## config.mk

```make
export PLATFORM = sky130hd
export DESIGN_NAME = control_unit
export DESIGN_NICKNAME = d
export VERILOG_FILES = /design/src/rtl/control_unit.sv
export SDC_FILE = /design/constraint.sdc
export NUM_CORES = 1
export LEC_CHECK = 0
export ABC_AREA = 0
export CORE_MARGIN = 2
export CORE_UTILIZATION = 40
export CTS_CLUSTER_SIZE = 28
export DETAILED_ROUTE_END_ITERATION = 8
export PLACE_DENSITY = 0.81
export SETUP_SLACK_MARGIN = 0.3
export SYNTH_ARGS = -nofsm -noshare
export SYNTH_HDL_FRONTEND = slang
export SYNTH_SLANG_ARGS = --single-unit
export TNS_END_PERCENT = 5
```

## constraint.sdc

```tcl
create_clock -name clk -period 1.6 [get_ports clk]
set_input_delay 0.16 -clock clk [delete_from_list [all_inputs] [get_ports clk]]
set_output_delay 0.16 -clock clk [all_outputs]
set_load 0.005 [all_outputs]
```

## src/rtl/control_unit.sv

```systemverilog
// Multicycle Moore control FSM for the CPU datapath: fetch, decode, R/I-type ALU ops,
// load/store, branches, jump and the invalid-opcode/overflow exception entry sequence.
module control_unit (
    input  logic       clk,
    input  logic       reset,
    input  logic [5:0] OP,
    input  logic [5:0] Funct,
    input  logic       Overflow,
    input  logic       Zero,
    output logic       PcWrite,
    output logic       Load_A,
    output logic       Load_B,
    output logic       ALUout_Load,
    output logic       EPCwrite,
    output logic       MemWrite,
    output logic       MemRead,
    output logic       IRWrite,
    output logic       RegWrite,
    output logic [2:0] IorD,
    output logic [2:0] ExCause,
    output logic [2:0] WR_REG,
    output logic [3:0] WD_REG,
    output logic [2:0] ALUSrcA,
    output logic [2:0] ALUSrcB,
    output logic [2:0] PcSource,
    output logic [2:0] ALUOp,
    output logic [1:0] LoadCtrl,
    output logic [1:0] StoreCtrl,
    output logic       SingExCtrl
);

    localparam logic [5:0] OP_RTYPE = 6'h00;
    localparam logic [5:0] OP_J     = 6'h02;
    localparam logic [5:0] OP_BEQ   = 6'h04;
    localparam logic [5:0] OP_BNE   = 6'h05;
    localparam logic [5:0] OP_ADDI  = 6'h08;
    localparam logic [5:0] OP_LW    = 6'h23;
    localparam logic [5:0] OP_SW    = 6'h2B;
    localparam logic [5:0] F_ADD    = 6'h20;
    localparam logic [5:0] F_SUB    = 6'h22;
    localparam logic [5:0] F_AND    = 6'h24;

    typedef enum logic [4:0] {
        S_RST, S_FETCH0, S_FETCH1, S_FETCH2, S_DECODE,
        S_RALU, S_RWB, S_IALU, S_IWB,
        S_ADDR, S_MRD0, S_MRD1, S_LWB, S_SWR,
        S_BR, S_JMP, S_EXC0, S_EXC1, S_EXC2
    } state_t;

    state_t state;
    state_t state_next;
    logic   cause;
    logic   exc_cause;

    // State register; the exception cause is captured only on entry to EXC0
    always_ff @(posedge clk or negedge reset) begin
        if (!reset) begin
            state <= S_RST;
            cause <= 1'b0;
        end else begin
            state <= state_next;
            if (state_next == S_EXC0) begin
                cause <= exc_cause;
            end
        end
    end

    // Next-state logic
    always_comb begin
        state_next = state;
        exc_cause  = 1'b0;
        case (state)
            S_RST:    state_next = S_FETCH0;
            S_FETCH0: state_next = S_FETCH1;
            S_FETCH1: state_next = S_FETCH2;
            S_FETCH2: state_next = S_DECODE;
            S_DECODE: begin
                case (OP)
                    OP_RTYPE: begin
                        if (Funct == F_ADD || Funct == F_SUB || Funct == F_AND) begin
                            state_next = S_RALU;
                        end else begin
                            state_next = S_EXC0;
                        end
                    end
                    OP_ADDI:       state_next = S_IALU;
                    OP_LW, OP_SW:  state_next = S_ADDR;
                    OP_BEQ, OP_BNE: state_next = S_BR;
                    OP_J:          state_next = S_JMP;
                    default:       state_next = S_EXC0;
                endcase
            end
            S_RALU: begin
                if (Overflow && Funct != F_AND) begin
                    state_next = S_EXC0;
                    exc_cause  = 1'b1;
                end else begin
                    state_next = S_RWB;
                end
            end
            S_IALU: begin
                if (Overflow) begin
                    state_next = S_EXC0;
                    exc_cause  = 1'b1;
                end else begin
                    state_next = S_IWB;
                end
            end
            S_ADDR:   state_next = (OP == OP_LW) ? S_MRD0 : S_SWR;
            S_MRD0:   state_next = S_MRD1;
            S_MRD1:   state_next = S_LWB;
            S_EXC0:   state_next = S_EXC1;
            S_EXC1:   state_next = S_EXC2;
            S_RWB, S_IWB, S_LWB, S_SWR, S_BR, S_JMP, S_EXC2: state_next = S_FETCH0;
            default:  state_next = S_RST;
        endcase
    end

    assign LoadCtrl   = 2'd0;
    assign StoreCtrl  = 2'd0;
    assign SingExCtrl = 1'b0;

    // Output decode; everything is forced low while reset is held
    always_comb begin
        PcWrite     = 1'b0;
        Load_A      = 1'b0;
        Load_B      = 1'b0;
        ALUout_Load = 1'b0;
        EPCwrite    = 1'b0;
        MemWrite    = 1'b0;
        MemRead     = 1'b0;
        IRWrite     = 1'b0;
        RegWrite    = 1'b0;
        IorD        = 3'd0;
        ExCause     = 3'd0;
        WR_REG      = 3'd0;
        WD_REG      = 4'd0;
        ALUSrcA     = 3'd0;
        ALUSrcB     = 3'd0;
        PcSource    = 3'd0;
        ALUOp       = 3'd0;
        if (reset) begin
            case (state)
                S_RST: begin
                    RegWrite = 1'b1;
                    WR_REG   = 3'd2;
                    WD_REG   = 4'd2;
                end
                S_FETCH0, S_FETCH1: MemRead = 1'b1;
                S_FETCH2: begin
                    MemRead = 1'b1;
                    IRWrite = 1'b1;
                    ALUSrcB = 3'd1;
                    ALUOp   = 3'd1;
                    PcWrite = 1'b1;
                end
                S_DECODE: begin
                    Load_A      = 1'b1;
                    Load_B      = 1'b1;
                    ALUSrcB     = 3'd3;
                    ALUOp       = 3'd1;
                    ALUout_Load = 1'b1;
                end
                S_RALU: begin
                    ALUSrcA     = 3'd1;
                    ALUout_Load = 1'b1;
                    case (Funct)
                        F_SUB:   ALUOp = 3'd2;
                        F_AND:   ALUOp = 3'd3;
                        default: ALUOp = 3'd1;
                    endcase
                end
                S_RWB: begin
                    RegWrite = 1'b1;
                    WR_REG   = 3'd1;
                end
                S_IALU, S_ADDR: begin
                    ALUSrcA     = 3'd1;
                    ALUSrcB     = 3'd2;
                    ALUOp       = 3'd1;
                    ALUout_Load = 1'b1;
                end
                S_IWB: RegWrite = 1'b1;
                S_MRD0, S_MRD1: begin
                    IorD    = 3'd2;
                    MemRead = 1'b1;
                end
                S_LWB: begin
                    RegWrite = 1'b1;
                    WD_REG   = 4'd1;
                end
                S_SWR: begin
                    IorD     = 3'd2;
                    MemWrite = 1'b1;
                end
                S_BR: begin
                    ALUSrcA  = 3'd1;
                    ALUOp    = 3'd2;
                    PcSource = 3'd1;
                    PcWrite  = (OP == OP_BNE) ? ~Zero : Zero;
                end
                S_JMP: begin
                    PcSource = 3'd2;
                    PcWrite  = 1'b1;
                end
                S_EXC0: begin
                    EPCwrite = 1'b1;
                    ALUSrcB  = 3'd1;
                    ALUOp    = 3'd2;
                    IorD     = 3'd1;
                    ExCause  = {2'b00, cause};
                    MemRead  = 1'b1;
                end
                S_EXC1: begin
                    IorD    = 3'd1;
                    ExCause = {2'b00, cause};
                    MemRead = 1'b1;
                end
                S_EXC2: begin
                    PcSource = 3'd3;
                    PcWrite  = 1'b1;
                end
                default: ;
            endcase
        end
    end

endmodule

```

==> flow_summary.json, run 1 <==
{
  "outcome": "finished, violations left",
  "violations": "setup timing",
  "firstDrtPassIters": 4,
  "leakage_nw": 1.011,
  "area_growth_pct": 102.7,
  "synth-simple-area-share": 0.3877,
  "finalPower_mw": 3.240,
  "r2r_end": "cause",
  "drt-total-wl_mm": 5.155,
  "synth_xor_area_frac": 0.02482,
  "p_comb_frac": 0.850,
  "diodes": 0,
  "p_switching_mw": 1.453,
  "seq_area_frac_synth": 0.1418,
  "fmax_mhz": 523.0,
  "synth_ff_type": "dfrtp_1",
  "synthAdderAreaFrac": 0,
  "power_density_nw_per_um2": 1510,
  "grt.busiest_layer": "met2",
  "clock-sinks": 6,
  "maxCapViolCount": 0,
  "synth_top_cell_area_share": 0.1418,
  "root_buffer": "clkbuf_4",
  "cts_buffer_depth": 2,
  "core_sq_um": 2500,
  "clkPwrFrac": 0.042,
  "fin_nets": 257,
  "syn_inst": 139,
  "die_h_um": 55.44,
  "yosysMostFrequentCell": "buf_4",
  "grt_use_total": 0.2845,
  "ys_ff_latch": 6,
  "die_x_um": 55.44,
  "ir_drop_mv": 1.091,
  "place_inst": 247,
  "drt_iter0_markers": 101,
  "hp-class": "input port to async pin",
  "syn_area_sq_um": 1059,
  "drv_slew": 0,
  "ff2ff_setup_slack_ns": -0.01,
  "initial_utilization": 0.4234,
  "cts_hold_buffers": 0,
  "dpl-instance-area_sq_um": 1750,
  "grt_start_max_net_pins": 12,
  "row_count": 18,
  "arrival_ns": 1.75,
  "endpoint_kind": "primary output",
  "overflow": 0,
  "setup_violations": 20,
  "num-fill-cells": 122,
  "start_kind": "flop",
  "fin_hold_ws_ns": 0.2596,
  "path_class": "flop to primary output",
  "drc": 0,
  "required_ns": 1.44,
  "wire_per_inst_um": 19.16,
  "synthTopCellsByArea": "dfrtp_1 14%, buf_4 12%, a21oi_1 5.2%",
  "design_area_sq_um": 2146,
  "numCtsBuffers": 3,
  "r2r-start": "state[4]",
  "intPower_mw": 1.787,
  "path_max_fanout": 5,
  "vias": 1607,
  "synth_edf_count": 0,
  "dieArea_sq_um": 3074,
  "async_reset_ff_frac": 1.000,
  "place_congestion": 0.9565,
  "htree_levels": 1,
  "hold_violations": 0,
  "met3_usage": 0.04215,
  "clkLatencyLatePin_ns": 0.24,
  "dp_hpwl_mm": 2.857,
  "muxShareOfSynthArea": 0.02009,
  "cts_tree": "built",
  "grtUsageMet2": 0.5391,
  "postRouteAntennaNets": 0,
  "fin_skew_ns": 0.007540,
  "startpoint": "state[2]",
  "drive_above_1_share": 0.5858,
  "clk_pin_slew_worst_paths_ns": 0.05,
  "antenna_found_initial": 0,
  "grt_pass1_wl_mm": 7.134,
  "met1_usage": 0.3148,
  "synth_top_family_by_area": "simple AND/OR/NAND/NOR gates",
  "synth_top_area_cell": "dfrtp_1",
  "finish.utilization": 0.8584,
  "rsz0062_at_grt": "true",
  "synth_commonest_cells": "17 x buf_4, 13 x nor2_1, 11 x a21oi_1",
  "synth_cell_types": 53,
  "io_buffers": 38,
  "fin_ws_ns": -0.3121,
  "syn_area_per_cell_sq_um": 7.615,
  "worstRegToRegCells": 7,
  "fin_crit_sh": 1.195,
  "grt_pass1_vias": 1529,
  "p_seq_frac": 0.108,
  "finalWorstPathRequiredPeriod_ns": 1.912,
  "p_sw_frac": 0.4485,
  "instances_no_fill": 269,
  "yosysWarnings": 0,
  "synth-compound-area-share": 0.2482,
  "via_per_inst": 5.974,
  "io-pin-count": 55
}
-- repair_timing --
action                                  4_1_cts  5_1_grt
pin swaps                                    17       11
endpoints found under the setup margin       29       29
gates resized for setup                     120       24
setup buffers                                15        4
-- state kept, by name (all words and copies together) (netlist names) --
register / flops
cause: 1
state: 5
-- cell usage in the layout (no fill, tap or decap), types with 3 or more instances in the layout --
cell	instances
nand2b_4	5
nand2_1	5
a21o_1	4
nand2b_1	3
dfrtp_1	3
buf_6	15
buf_2	12
conb_1	16
a21oi_1	8
nor4b_4	3
clkbuf_4	3
nor2_1	9
dlygate4sd2_1	7
nor3_2	3
a21oi_2	3
buf_4	57
nor3_1	3
nor4_4	3
dfrtp_2	3
clkdlybuf4s50_1	13
-- worst max-delay path, stage by stage, from the launching register on --
cell and delay [ns]:
dfrtp_2 0.46, buf_6 0.15, buf_6 0.12, nor4_4 0.32
buf_4 0.17, a31oi_1 0.04, o41ai_1 0.08, buf_2 0.17
-- through the flow --
stage	worst slack (ns)	TNS, ns
2_1_floorplan	0.3138	0
3_3_place_gp	-0.3784	-5.950
3_5_place_dp	-0.4544	-7.086
4_1_cts	-0.2211	-1.921
5_1_grt	-0.3785	-3.931
6_report	-0.3121	-2.871
-- worst max-delay path by stage --
stage                     cells after the start         end  slack (ns)
after floorplan                               3  ALUSrcB[0]        0.31
after CTS                                     6     PcWrite       -0.22
final                                         7     PcWrite       -0.31
after global routing                          7     PcWrite       -0.38
after detailed placement                      6     PcWrite       -0.45
after global placement                        6     PcWrite       -0.38
-- final cells by class --
type / count / area (sq um) / area share
repair buffers: 108 / 895.9 / 0.4175
clock buffers: 3 / 22.52 / 0.01050
multi-input cells: 120 / 1028 / 0.4793
flip-flops and latches: 6 / 153.9 / 0.07172
inverters: 2 / 7.507 / 0.003499
well taps: 30 / 37.54 / 0.01749
-- per-layer routing --
layer  part of all wire  up-vias
li1                   -      685
met1               0.36      767
met2               0.51      119
met3              0.074       36
met4              0.055        0
met5                  0        -
-- kinds of logic after synthesis --
family / after synthesis
AND/OR/NAND/NOR: 63
AO/OA/AOI/OAI: 36
buffers and inverters: 28
flip-flops: 6
XOR/XNOR: 3
multiplexers: 2
other: 1
-- power by group through the flow --
stage | combinational [mW] | sequential [mW] | clock, mW
after floorplan | 0.927 | 0.265 | 0
after global placement | 1.76 | 0.323 | 0
after detailed placement | 1.80 | 0.326 | 0
after CTS | 2.28 | 0.336 | 0.139
after global routing | 2.87 | 0.356 | 0.151
final | 2.75 | 0.350 | 0.136
No activity file was read; power rests on OpenSTA's default activity.
==> run 2: changes to the inputs <==
--- a/config.mk
+++ b/config.mk
@@ -8,6 +8,7 @@
 export ABC_AREA = 0
 export CORE_MARGIN = 2
 export CORE_UTILIZATION = 40
+export CTS_CLUSTER_DIAMETER = 80
 export CTS_CLUSTER_SIZE = 28
 export DETAILED_ROUTE_END_ITERATION = 8
 export PLACE_DENSITY = 0.81
==> results of run 2 <==
Final layout, timing and power as in run 1 (identical DEF).
